==> config.mk <==
export PLATFORM = sky130hd
export DESIGN_NAME = xgmii_rx_frame_gen
export DESIGN_NICKNAME = d
export VERILOG_FILES = /design/src/rtl/xgmii_rx_frame_gen.sv
export SDC_FILE = /design/constraint.sdc
export NUM_CORES = 1
export LEC_CHECK = 0
export ABC_AREA = 1
export CORE_ASPECT_RATIO = 0.5
export CORE_MARGIN = 2
export CORE_UTILIZATION = 42
export CTS_CLUSTER_SIZE = 20
export DETAILED_ROUTE_END_ITERATION = 10
export PLACE_DENSITY = 0.83
export SLEW_MARGIN = 20
export SYNTH_ARGS = -nofsm -noshare
export SYNTH_HDL_FRONTEND = slang
export SYNTH_SLANG_ARGS = --single-unit
==> constraint.sdc <==
create_clock -name clk_xgmii_rx -period 1.7 [get_ports clk_xgmii_rx]
set_input_delay 0.17 -clock clk_xgmii_rx [delete_from_list [all_inputs] [get_ports clk_xgmii_rx]]
set_output_delay 0.17 -clock clk_xgmii_rx [all_outputs]
set_load 0.01 [all_outputs]
==> src/rtl/xgmii_rx_frame_gen.sv <==
// xgmii_rx_frame_gen: packet stream to 64-bit XGMII link-partner transmitter; optional XGMII_RX_GEN_ERR_INJ_EN
module xgmii_rx_frame_gen #(
  parameter int IFG_WORDS = 2
) (
  input  logic        clk_xgmii_rx,
  input  logic        reset_xgmii_rx_n,
  input  logic        in_val,
  output logic        in_ready,
  input  logic [63:0] in_data,
  input  logic        in_sop,
  input  logic        in_eop,
  input  logic [2:0]  in_mod,
  input  logic        in_err,
  output logic [63:0] xgmii_rxd,
  output logic [7:0]  xgmii_rxc,
  output logic [15:0] frame_cnt,
  output logic        underrun
);
  localparam int GW = (IFG_WORDS > 1) ? $clog2(IFG_WORDS) : 1;
  localparam logic [63:0] IDLE_W = 64'h0707070707070707;
  localparam logic [63:0] START_W = 64'hD5555555555555FB;
  typedef enum logic [2:0] {IDLE, START, DATA, TERM, DROP, IFG} state_t;
  state_t state_q, state_d;
  logic [63:0] rxd_d;
  logic [7:0] rxc_d, tch;
  logic [15:0] cnt_d;
  logic [GW-1:0] gap_q, gap_d;
  logic ur_d, rdy_q, rdy_d, err_q, err_d, err_in;
`ifdef XGMII_RX_GEN_ERR_INJ_EN
  assign err_in = in_err;
`else
  logic unused_err;
  assign unused_err = in_err;
  assign err_in = 1'b0;
`endif
  assign tch = err_in ? 8'hFE : 8'hFD;
  // Sop is held off in IDLE so it is taken in START and lands right after the start word
  assign in_ready = rdy_q & ~((state_q == IDLE) & in_val & in_sop);
  function automatic logic [63:0] to_lanes(input logic [63:0] d);
    for (int i = 0; i < 8; i++) to_lanes[8*i +: 8] = d[63-8*i -: 8];
  endfunction
  // Next state and the XGMII word to be driven in the following cycle
  always_comb begin
    state_d = state_q;
    rxd_d = IDLE_W;
    rxc_d = 8'hFF;
    cnt_d = frame_cnt;
    ur_d = 1'b0;
    gap_d = gap_q;
    err_d = err_q;
    case (state_q)
      IDLE: if (in_val && in_sop) begin
        state_d = START;
        rxd_d = START_W;
        rxc_d = 8'h01;
      end
      START, DATA: if (!in_val) begin
        rxd_d = {8{8'hFE}};
        ur_d = 1'b1;
        state_d = DROP;
      end else begin
        rxd_d = to_lanes(in_data);
        rxc_d = 8'h00;
        state_d = DATA;
        if (in_eop && in_mod == 3'd0) begin
          state_d = TERM;
          err_d = err_in;
        end else if (in_eop) begin
          for (int i = 0; i < 8; i++) begin
            if (i == int'(in_mod)) begin
              rxd_d[8*i +: 8] = tch;
              rxc_d[i] = 1'b1;
            end else if (i > int'(in_mod)) begin
              rxd_d[8*i +: 8] = 8'h07;
              rxc_d[i] = 1'b1;
            end
          end
          cnt_d = frame_cnt + 16'd1;
          state_d = IFG;
          gap_d = '0;
        end
      end
      TERM: begin
        rxd_d = {{7{8'h07}}, err_q ? 8'hFE : 8'hFD};
        cnt_d = frame_cnt + 16'd1;
        state_d = IFG;
        gap_d = '0;
      end
      DROP: if (in_val && in_eop) begin
        state_d = IFG;
        gap_d = '0;
      end
      IFG: if (gap_q == GW'(IFG_WORDS - 1)) state_d = IDLE; else gap_d = gap_q + GW'(1);
      default: state_d = IDLE;
    endcase
    rdy_d = (state_d != TERM) && (state_d != IFG);
  end
  // Register state and every output; reset drops any frame in flight without a terminate
  always_ff @(posedge clk_xgmii_rx) begin
    if (!reset_xgmii_rx_n) begin
      state_q <= IDLE;
      xgmii_rxd <= IDLE_W;
      xgmii_rxc <= 8'hFF;
      frame_cnt <= 16'd0;
      underrun <= 1'b0;
      rdy_q <= 1'b0;
      gap_q <= '0;
      err_q <= 1'b0;
    end else begin
      state_q <= state_d;
      xgmii_rxd <= rxd_d;
      xgmii_rxc <= rxc_d;
      frame_cnt <= cnt_d;
      underrun <= ur_d;
      rdy_q <= rdy_d;
      gap_q <= gap_d;
      err_q <= err_d;
    end
  end
endmodule

== Yosys cells after proc, flatten, opt, wreduce, memory -nomap -nowiden ==
Cells that the tools add are included.
Cells by class
  $add $sub $neg: 2
  $lt $le $gt $ge: 7
  equality and inequality tests: 18
  muxes and demuxes: 58
  bitwise gates (word level): 4
  reductions and logical operators: 13
Operator list (count)
  $mux 64: 4
  $pmux 64 s3: 1
  $mux 8: 19
  $mux 16: 3
  $pmux 16 s2: 1
  $mux 1: 21
  $mux 3: 6
  $add 16x1->16 const B: 1
  $pmux 8 s2: 1
  $pmux 3 s5: 1
  $eq 3x3->1 const A: 4
  $gt 3x3->1 const A: 4
  $logic_not 3->1: 3
  $ne 2x2->1 const B: 4
  $eq 2x3->1 const A: 2
  $eq 3x2->1 const B: 2
  $eq 3x3->1 const B: 2
  $gt 2x3->1 const A: 2
  $reduce_and 5->1: 1
  $logic_and 1x1->1: 4
  $pmux 1 s4: 1
  $reduce_and 4->1: 1
  $reduce_bool 4->1: 1
  $and 1x1->1: 3
  10 further kinds: 10
Word-level totals
  register bits: 94
  logic and storage cells: 109

== Logic depth before layout (Yosys ltp) ==
Gate-level depths: netlist of run 1.
  depth after elaboration: 7
  depth in mapped cells: 10
  gate-level depth less buffers: 10

== Least setup slack after synthesis of run 1 ==
No wires, ideal clock.
  path kind: reg2reg
  start: reg frame_cnt[1]
  end: reg frame_cnt[8]
  arrival: 1.231 ns
  data required time: 1.568 ns
  path slack: 0.337 ns
  stages on the path, launching flop included: 8
  clock period less this slack: 1.363 ns
  path through: dfxtp_1 -> ha_1 -> nand2_1 -> nor2_1 -> nand2_1 -> xnor2_1 -> nand2_1 -> a21oi_1
Between the ends
  word-level cells in the longest chain between the ends: 5
Ends and longest elaborated chain
  start, declared: RTL line 16  | output logic [15:0] frame_cnt,
  start signal, assigned: RTL line 113  | frame_cnt <= cnt_d;
  $add 16x1->16 (*): RTL line 78, 85
  $mux 16: RTL line 68  | end else if (in_eop) begin
  $mux 16: RTL line 65  | if (in_eop && in_mod == 3'd0) begin
  $mux 16: RTL line 57  | START, DATA: if (!in_val) begin
  $pmux 16 s2 (*): RTL line 51  | case (state_q)
Every way passes the cells marked *; elsewhere a longest branch is shown, timed or not. The select of a mux whose other input is x is not followed.
A chain may end at the register's enable or synchronous reset.

== Final worst setup path of run 1 ==
  start: reg state_q[1]
  end: reg frame_cnt[8]
Between the ends
  word-level cells in the longest chain between the ends: 4
  elaborated cells on any way between the ends: 10
  those cells by class: eq/ne: 6; mux: 1; reduce/logical: 3
Ends and longest elaborated chain
  start, declared: RTL line 23  | state_t state_q, state_d;
  start signal, assigned: RTL line 110  | state_q <= state_d;
  $eq 3x1->1 / $eq 3x2->1 (equally long branches): RTL line 51
  $reduce_or 2->1: RTL line 51
  $ne 2x2->1 (no source line) / $reduce_bool 2->1 (equally long branches)
  $reduce_and 4->1 (no source line)
Parallel ways exist; a longest one is shown, timed or not.

==> run metrics, run 1 <==
Slew HR=between 50% and 60%; first drt pass iteration count=5; DRT iter0 DRCs=279; Pins Over Slew Limit=0; top cells by area, synth=dfxtp_1, nand2_1, a21oi_1, nor2_1, o21ai_0; Mapped Area=3690 um^2; RSZ-0062 raised after global routing=no; fin crit share=92.7%; crit path DAT=1.85 ns; Yosys warning count=0; skew final=0.00586 ns; Worst path top cell family by delay=simple AND/OR/NAND/NOR gates; met2 WL=5.78 mm; nets@finish=750; H-tree Lvls=3; Min-Delay Path Depth=3; initial antenna violation count=0; cts hold-fix bufs=0; drt drc=0; synth-to-layout area growth=62.8%; largest net degree at the start of global routing=23; area leader, netlist=dfxtp_1; total grt overflow=0; Top Layer Used=met4; worst-path cell chain=nor2_4 > buf_4 > nor2_1 > nand2_2 > nor2_4 > buf_4 > nand2_1 > a21oi_1; Num CTS Buffers=9; Die W=137 um; Most used DFF post-synth=dfxtp_1; routed length per instance=14.2 um; die height=70.3 um; total track usage=25.1%; routed via count=3942; CTS Sinks=94; met3 WL=between 700 and 800 um; CP required=1.97 ns; num ports=roughly 160; status=finished clean; IO buf count=161; Seq cells post-synth=94; share of layout cells above drive strength 1=a little over a tenth; FMAX=0.634 GHz; vias in the first global route=3950; CP Class=reg2reg; CP max stage delay=~0.41 ns; Detailed Place HPWL=between 8 and 9 mm; Commonest cells post-synth=nand2_1, dfxtp_1, a21oi_1; most common cell in the netlist=nand2_1; Mapped Nets=between 500 and 600; final WL=11.3 mm; Max Root-Sink Buffers=2; CTS tree=done; Min-Delay Path Class=in2reg; Synth cell types=33; Slew @ Worst Pin=around 0.65 ns; clock root buffer=clkbuf_16; Routed Antenna Nets=0; Critical Path End Type=flip-flop; FILL cells=670; crit path time final=1.58 ns; R2R depth=8; power per cell area=953 nW/um^2; LEAKAGE=2.47 nW; clock-pin slew of the registers on the worst-case setup and hold paths=0.06 ns; syn avg cell area=between 7 and 8 um^2; CP max-delay cell=dfxtp_1; M1 wire length=4.60 mm; post-synthesis sequential area ratio=around 51%; Hold WS=~0.36 ns; count of final hold-check violations=0; setup violators final=0; Levels on crit path=8; first-pass GRT wire length=18.8 mm; Via density=4.94; Max Cap Violations=0; starting density of the core=between 40% and 50%; crit start category=flip-flop; post-synthesis cell count=485; post-layout power=approximately 0.0057 W; Worst-Skew Late Latency=0.34 ns; Synth async-reset ratio=0%; Buf+Inv Stages, Crit Path=2; routability cong.=0.880; CP max FO=11; # rows=24; Ant. Diodes=0; post-synth top area share=51.0%; number of flops mapped to enable cells by yosys=0; Placeable Area=approximately 8600 um^2; IR drop worst, VDD=0.598 mV; die area=9590 um^2
power by group:
| group | leakage, nW | switching (W) | internal [W] |
|---|---|---|---|
| logic | 1.53 | 0.000492 | 0.000539 |
| registers | 0.768 | 0.0000455 | 0.00234 |
| clock network | 0.172 | 0.000834 | 0.00147 |
state kept, by name, summed over array words and instances (netlist names):
name	count
frame_cnt	16
gap_q	1
rdy_q	1
state_q	3
underrun	1
xgmii_rxc	8
xgmii_rxd	64
worst paths after layout:
path | from | endpoint | slack [ns]
setup / recovery | state_q[1]$_SDFF_PN0_ | frame_cnt[8]$_SDFFE_PN0P_ | 0.12
hold / removal | in_data[2] | xgmii_rxd[58]$_SDFF_PN1_ | 0.36
setup reg to reg | state_q[1]$_SDFF_PN0_ | frame_cnt[8]$_SDFFE_PN0P_ | 0.12
hold reg to reg | gap_q$_SDFFE_PN0P_ | gap_q$_SDFFE_PN0P_ | 0.46
placed cells by master, fill, tap and decap left out, types with 2 or more instances in the layout:
master / instances
nand3b_1: 2
nand2_1: 142
nand3_1: 16
dfxtp_1: 93
a21oi_1: 49
o21ai_0: 32
nand4_1: 6
nor3_1: 3
inv_2: 9
o211ai_1: 5
xor2_1: 5
buf_4: 33
inv_1: 31
clkdlybuf4s50_1: 160
nor2_1: 44
nand2_2: 3
bufinv_16: 3
nor2_4: 2
clkbuf_16: 9
nand2_4: 2
clkinv_2: 2
a31oi_1: 10
per-stage QoR:
step | instance area, um^2 | setup WS, ns | setup TNS [ns] | util (%) | cells
finish | 6010 | 0.123 | 0 | 69.7 | 798
floorplan | 3690 | 0.337 | 0 | - | 485
CTS | 5990 | 0.0244 | 0 | 69.6 | 798
global route | 6010 | 0.00753 | 0 | 69.7 | 798
global placement | 5640 | -0.00977 | -0.0504 | 65.4 | 781
detailed placement | 5640 | -0.0965 | -1.34 | 65.4 | 781
layer usage:
layer  global-route usage, %  vias up
li1                        -     1963
met3                    9.30       19
met5                       0        -
met4                    7.29        0
met2                    44.1      129
met1                    28.6     1831
worst register-to-register path: stages, from the launching register on:
cell,delay (ns)
dfxtp_1,0.41
nor2_4,0.06
buf_4,0.17
nor2_1,0.25
nand2_2,0.11
nor2_4,0.13
buf_4,0.19
nand2_1,0.07
a21oi_1,0.13
logic make-up after synthesis:
group | count (synthesis) | share of synthesized area, %
xor gates and xnor gates | 6 | 1.42
buffers and inverters | 57 | 6.21
adders and majority gates | 1 | 0.339
and+or+nand+nor | 226 | 26.3
AOI/OAI and AO/OA | 101 | 14.8
DFF | 94 | 51.0
what timing repair did:
item	CTS	global route
cloned	0	0
setup buffers	1	0
hold endpoints to repair	0	0
resized for setup	2	2
endpoints found under the setup margin	1	23
pin swaps	1	1
layout make-up:
type | instances | area [um^2] | share of cell area [%]
Tap cell | 117 | 146 | 2.44
Sequential cell | 94 | 1880 | 31.4
Clock buffer | 10 | 239 | 3.98
Inverter | 41 | 154 | 2.56
Timing Repair Buffer | 196 | 1890 | 31.5
Multi-Input combinational cell | 334 | 1590 | 26.4
Clock inverter | 6 | 109 | 1.81
(Power assumes the default switching activity.)
==> run 2: changes to the inputs <==
--- a/config.mk
+++ b/config.mk
@@ -5,13 +5,12 @@
 export SDC_FILE = /design/constraint.sdc
 export NUM_CORES = 1
 export LEC_CHECK = 0
-export ABC_AREA = 1
 export CORE_ASPECT_RATIO = 0.5
 export CORE_MARGIN = 2
-export CORE_UTILIZATION = 42
+export CORE_UTILIZATION = 41
 export CTS_CLUSTER_SIZE = 20
 export DETAILED_ROUTE_END_ITERATION = 10
-export PLACE_DENSITY = 0.83
+export PLACE_DENSITY = 0.82
 export SLEW_MARGIN = 20
 export SYNTH_ARGS = -nofsm -noshare
 export SYNTH_HDL_FRONTEND = slang
==> run metrics, run 2 <==
skew final=0.00504 ns (-0.000815 ns); die height=70.4 um (+0.17%); most common cell after layout, fill and taps aside=clkdlybuf4s50_1; nets@finish=675 (-10%); Seq cells post-synth=94 (unchanged); Min-Delay Path Depth=3 (unchanged); CTS tree=done; top cells by area, synth=dfxtp_1, a21oi_1, o21ai_0, nand2_1, nor2_1; # rows=24 (unchanged); Buf+Inv Stages, Crit Path=1 (-1); setup violators final=0 (unchanged); post-layout power=0.00525 W (-8.2%); final WL=11.7 mm (+3.2%); H-tree Lvls=3 (unchanged); Mapped Area=3610 um^2 (-2.0%); Worst path top cell family by delay=simple AND/OR/NAND/NOR gates; post-synthesis sequential area ratio=52.1% (+1.1 points); first drt pass iteration count=5 (unchanged); Max Cap Violations=0 (unchanged); Mapped Nets=484 (-13%); crit start category=flip-flop; CP max-delay cell=or4_1; largest net degree at the start of global routing=29 (+26%); min-delay src=in_data[56]; Biggest register=xgmii_rxd; CP max stage delay=0.50 ns (+0.09 ns); FMAX=0.625 GHz (-1.4%); num ports=163 (unchanged); Slew HR=61.6% (+5.4 points); post-synth top area share=52.1% (+1.1 points); CTS Sinks=94 (unchanged); CP max FO=23 (+12); Most used DFF post-synth=dfxtp_1; routability cong.=0.843 (-4.2%); IR drop worst, VDD=0.516 mV (-14%); Hold EP=xgmii_rxd[0]$_SDFF_PN1_; Final Core Density=69.4% (-0.33 points); LEAKAGE=2.22 nW (-10%); Largest regs=xgmii_rxd: 64 flops, frame_cnt: 16 flops, xgmii_rxc: 8 flops; synth-to-layout area growth=65.4%; most common cell in the netlist=dfxtp_1; clock-pin slew of the registers on the worst-case setup and hold paths=0.06 ns (about the same); Synth async-reset ratio=0% (unchanged); Routed Antenna Nets=0 (unchanged); total track usage=24.5% (-0.64 points); Yosys warning count=0 (unchanged); reg2reg start=state_q[0]$_SDFF_PN0_; area leader, netlist=dfxtp_1; RSZ-0062 raised after global routing=no; setup TNS=0 ns (unchanged); syn avg cell area=8.81 um^2 (+16%); fin crit share=94.1% (+1.3 points); power per cell area=879 nW/um^2 (-7.7%); max reg flops=64 (unchanged); CP Class=reg2reg; DRT iter0 DRCs=251 (-10%); FILL cells=655 (-2.2%); Critical Path End Type=flip-flop; drt drc=0 (unchanged); Ant. Diodes=0 (unchanged); status=finished clean; die area=9630 um^2 (+0.34%); Die W=137 um (+0.17%); Slew @ Worst Pin=0.570 ns (-0.0806 ns); Placeable Area=8620 um^2 (unchanged); first-pass GRT wire length=18.4 mm (-1.9%); Pins Over Slew Limit=0 (unchanged); Final Cell Area=5980 um^2 (-0.48%); post-synthesis cell count=410 (-15%); worst-path cell chain=nor2_2 > o21a_1 > buf_12 > or4_1 > a21oi_1; share of layout cells above drive strength 1=12.7% (+2.0 points); number of flops mapped to enable cells by yosys=0 (unchanged); Seq. cell area=1880 um^2 (about the same); crit path time final=1.60 ns (+0.0228 ns); count of final hold-check violations=0 (unchanged); Max Root-Sink Buffers=2 (unchanged); total grt overflow=0 (unchanged); starting density of the core=41.9% (-0.87 points); Synth cell types=48 (+45%); crit path DAT=1.87 ns (+0.02 ns); RR Endpoint=frame_cnt[10]$_SDFFE_PN0P_; Via density=5.35 (+8.3%); Min-Delay Path Class=in2reg; R2R depth=5 (-3); most frequent cells in the layout=clkdlybuf4s50_1, dfxtp_1, a21oi_1; Worst-Skew Late Latency=0.34 ns (about the same); Num CTS Buffers=9 (unchanged); Placed Area=5660 um^2 (+0.29%); clock root buffer=clkbuf_16; IO buf count=161 (unchanged); CP required=1.97 ns (about the same); flop-to-flop setup slack=0.10 ns (-0.02 ns); routed length per instance=16.1 um (+14%); area of the multi-input gates=1580 um^2 (-0.24%); initial antenna violation count=0 (unchanged); routed via count=3868 (-1.9%); Detailed Place HPWL=8.39 mm (-1.1%); vias in the first global route=3665 (-7.2%); Commonest cells post-synth=dfxtp_1, a21oi_1, o21ai_0
==> run 2: cell count changes in the layout (fill, tap and decap cells not counted), sizes merged, moves of 9 or more <==
cell,previous run,this run
nor2,48,30
o21ai,33,50
or3,0,11
or4,0,9
nand3,18,4
nand2,147,35
o31ai,1,11
inv,40,4
buf,35,51
==> run 2: layout make-up <==
class | count | share of cell area [%]
timing repair buffer | 212 | 34.2
multi-input combinational | 279 | 26.5
sequential | 94 | 31.5
inverter | 5 | 0.314
clock inverter | 3 | 0.712
tap | 117 | 2.45
clock buffer | 13 | 4.35
==> run 2: timing repair <==
action / CTS / global route
gates resized for setup: 3 / 4
hold buffers: 0 / 0
hold endpoints to repair: 0 / 0
endpoints found under the setup margin: 1 / 7
setup buffers: 0 / 1
pin swaps: 1 / 1
==> run 2: how the worst max path moves through the flow <==
| stage | cells past startpoint | end | slack, ns | from |
|---|---|---|---|---|
| floorplan | 5 | frame_cnt[10]$_SDFFE_PN0P_ | 0.09 | frame_cnt[3]$_SDFFE_PN0P_ |
| global placement | 6 | frame_cnt[9]$_SDFFE_PN0P_ | -0.16 | in_val |
| detailed placement | 6 | frame_cnt[10]$_SDFFE_PN0P_ | -0.23 | in_mod[1] |
| CTS | 4 | frame_cnt[6]$_SDFFE_PN0P_ | 0.01 | frame_cnt[0]$_SDFFE_PN0P_ |
| global route | 4 | frame_cnt[10]$_SDFFE_PN0P_ | 0.008 | frame_cnt[6]$_SDFFE_PN0P_ |
| finish | 5 | frame_cnt[10]$_SDFFE_PN0P_ | 0.10 | state_q[0]$_SDFF_PN0_ |
==> run 2: where the power goes <==
group / total (W) / switching (W) / internal, W
sequential: 0.00234 / 0.0000357 / 0.00231
clock: 0.00205 / 0.000829 / 0.00122
combinational: 0.000863 / 0.000386 / 0.000477
==> run 2: worst min-delay path, cell delays in order <==
cell	delay, ns
clkdlybuf4s50_1	0.39
nand2_1	0.06
nand2_1	0.04
==> run 2: stage by stage <==
| step | instances | worst slack, ns | hold WS (ns) |
|---|---|---|---|
| after detailed placement | 706 | -0.226 | 0.475 |
| after global routing | 723 | 0.00752 | 0.392 |
| final | 723 | 0.100 | 0.366 |
| after global placement | 706 | -0.164 | 0.462 |
| after floorplan | 410 | 0.0941 | 0.274 |
| after CTS | 722 | 0.0136 | 0.364 |
==> run 2: kinds of logic after synthesis <==
group / count (synthesis) / synth area share [%]
simple gates: 128 / 18.7
compound gates: 146 / 23.3
buf+inv: 37 / 4.43
fa+ha+maj: 2 / 0.623
mux: 2 / 0.554
xor+xnor: 1 / 0.242
flops: 94 / 52.1
==> run 2: per-layer routing <==
metal / wire length (um) / vias to the layer above / track usage, %
met1: 4760 / 1852 / 29.7
met5: 0 / - / 0
li1: - / 1848 / -
met4: 226 / 0 / 7.87
met3: 728 / 21 / 6.54
met2: 5950 / 147 / 42.3
==> run 3: changes to the inputs <==
--- a/config.mk
+++ b/config.mk
@@ -7,10 +7,12 @@
 export LEC_CHECK = 0
 export CORE_ASPECT_RATIO = 0.5
 export CORE_MARGIN = 2
-export CORE_UTILIZATION = 41
+export CORE_UTILIZATION = 60
 export CTS_CLUSTER_SIZE = 20
 export DETAILED_ROUTE_END_ITERATION = 10
-export PLACE_DENSITY = 0.82
+export DONT_BUFFER_PORTS = 1
+export HOLD_SLACK_MARGIN = 0.03
+export PLACE_DENSITY = 0.79
 export SLEW_MARGIN = 20
 export SYNTH_ARGS = -nofsm -noshare
 export SYNTH_HDL_FRONTEND = slang
==> run metrics, run 3 (synthesis results as in run 2) <==
nets@finish=525 (-22%); vias in the first global route=3234 (-12%); most frequent cells in the layout=dfxtp_1, a21oi_1, o21ai_0; max reg flops=64 (unchanged); total track usage=31.1% (+6.6 points); final WL=10.2 mm (-12%); min-delay src=in_data[17]; first drt pass iteration count=5 (unchanged); IO buf count=0 (-100%); min setup slack post-route=0.0982 ns (-0.00226 ns); Seq pwr share=51.6% (+7.0 points); Worst setup startpoint=state_q[0]$_SDFF_PN0_; worst-path cell chain=nor2_1 > o21a_1 > buf_12 > or4_1 > a21oi_1; CP required=1.97 ns (about the same); Slew HR=54.7% (-6.9 points); fin crit share=94.2% (+0.13 points); die height=58.9 um (-16%); share of layout cells above drive strength 1=11.6% (-1.1 points); initial antenna violation count=1 (+1); largest net degree at the start of global routing=32 (+10%); crit path time final=1.60 ns (+0.00226 ns); RR Endpoint=frame_cnt[9]$_SDFFE_PN0P_; Placeable Area=5630 um^2 (-35%); Die W=114 um (-17%); most common cell after layout, fill and taps aside=dfxtp_1; skew final=0.00565 ns (+0.000611 ns); Max Root-Sink Buffers=2 (unchanged); Placement Setup Slack=0.0929 ns (+0.319 ns); reg2reg start=state_q[0]$_SDFF_PN0_; num ports=163 (unchanged); Via density=6.28 (+17%); DRT iter0 DRCs=324 (+29%); Internal Power=0.00349 W (-13%); setup violators final=0 (unchanged); routed via count=3328 (-14%); Critical Path End Type=flip-flop; IR drop worst, VDD=0.703 mV (+36%); Non-Filler Instances=530 (-27%); routability cong.=0.790 (-6.3%); clock-pin slew of the registers on the worst-case setup and hold paths=0.07 ns (about the same); synth-to-layout area growth=22.3%; routed length per instance=19.3 um (+20%); Worst path top cell family by delay=simple AND/OR/NAND/NOR gates; clock root buffer=clkbuf_16; Detailed Place HPWL=6.66 mm (-21%); first-pass GRT wire length=16.0 mm (-13%); Slew @ Worst Pin=0.672 ns (+0.103 ns); FILL cells=383 (-42%); CTS Sinks=94 (unchanged); starting density of the core=64.1% (+22 points); R2R depth=5 (unchanged); FMAX=0.624 GHz (-0.14%); count of final hold-check violations=0 (unchanged); Combinational Power Share=9.3% (-7.1 points); die area=6700 um^2 (-30%); Min-Delay Path Class=in2reg; total grt overflow=0 (unchanged); CP max stage delay=0.51 ns (about the same); Hold WS=0.0335 ns (-0.333 ns); Final Core Density=78.5% (+9.1 points); Num CTS Buffers=9 (unchanged); LEAKAGE=1.61 nW (-27%); Hold EP=xgmii_rxd[41]$_SDFF_PN1_; Clk pwr share=39.2% (+0.2 points); H-tree Lvls=3 (unchanged); Buf+Inv Stages, Crit Path=1 (unchanged); Routed Antenna Nets=0 (unchanged); CP max FO=31 (+35%); crit start category=flip-flop; setup TNS=0 ns (unchanged); RSZ-0062 raised after global routing=no; Biggest register=xgmii_rxd; CTS tree=done; drt drc=0 (unchanged); sw frac=25.4% (+1.6 points); power per cell area=1060 nW/um^2 (+20%); flop-to-flop setup slack=0.1 ns (about the same); Min-Delay Path Depth=2 (-1); Placed Instances=478 (-32%); # rows=19 (-21%); Worst-Skew Late Latency=0.34 ns (about the same); P_sw=0.00119 W (-5.1%); status=finished clean; Pins Over Slew Limit=0 (unchanged); Largest regs=xgmii_rxd: 64 flops, frame_cnt: 16 flops, xgmii_rxc: 8 flops; Max Cap Violations=0 (unchanged); CP Class=reg2reg; CP max-delay cell=or4_1; crit path DAT=1.87 ns (about the same)
-- run 3: final cells by class --
class                   instances  area [um^2]  area share, %
diodes                          1         2.50         0.0566
clock buffers                   9          225           5.09
clock inverters                 7         48.8           1.10
inverters                       5         18.8          0.425
multi-input cells             279         1590           35.9
flip-flops and latches         94         1880           42.6
well taps                      73         91.3           2.07
repair buffers                 62          566           12.8
-- run 3: how the worst max path moves through the flow --
| stage | endpoint | slack [ns] | cells past startpoint |
|---|---|---|---|
| 6_report | frame_cnt[9]$_SDFFE_PN0P_ | 0.1 | 5 |
| 5_1_grt | frame_cnt[9]$_SDFFE_PN0P_ | 0.01 | 5 |
| 4_1_cts | xgmii_rxd[34]$_SDFF_PN1_ | 0.07 | 4 |
| 3_5_place_dp | frame_cnt[9]$_SDFFE_PN0P_ | 0.09 | 5 |
| 3_3_place_gp | xgmii_rxd[34]$_SDFF_PN1_ | 0.15 | 4 |
| 2_1_floorplan | frame_cnt[10]$_SDFFE_PN0P_ | 0.09 | 5 |
-- run 3: per-layer routing --
layer	global-route usage, %	vias up	part of all wire [%]	wire length (um)
met5	0	-	0	0
met4	11.5	0	2.3	230
met3	11.2	29	9.8	1000
met2	56.3	191	51	5220
met1	34.5	1554	37	3760
li1	-	1554	-	-
-- run 3: through the flow --
stage               cell area [um^2]  power (W)
floorplan                       3610    0.00271
global placement                3780    0.00279
detailed placement              3780    0.00280
CTS                             4410    0.00466
global route                    4420    0.00484
finish                          4420    0.00467
-- run 3: what timing repair did --
action,in CTS,in global routing
hold endpoints to repair,46,0
setup buffers,0,0
gates resized for setup,0,3
hold buffers,35,0
setup endpoints to repair,0,9
-- run 3: power by group through the flow --
stage / clock network (W) / registers, W / logic (W)
floorplan: 0 / 0.00244 / 0.000275
finish: 0.00183 / 0.00241 / 0.000433
CTS: 0.00184 / 0.00241 / 0.000418
global placement: 0 / 0.00246 / 0.000330
detailed placement: 0 / 0.00246 / 0.000343
global route: 0.00194 / 0.00242 / 0.000478
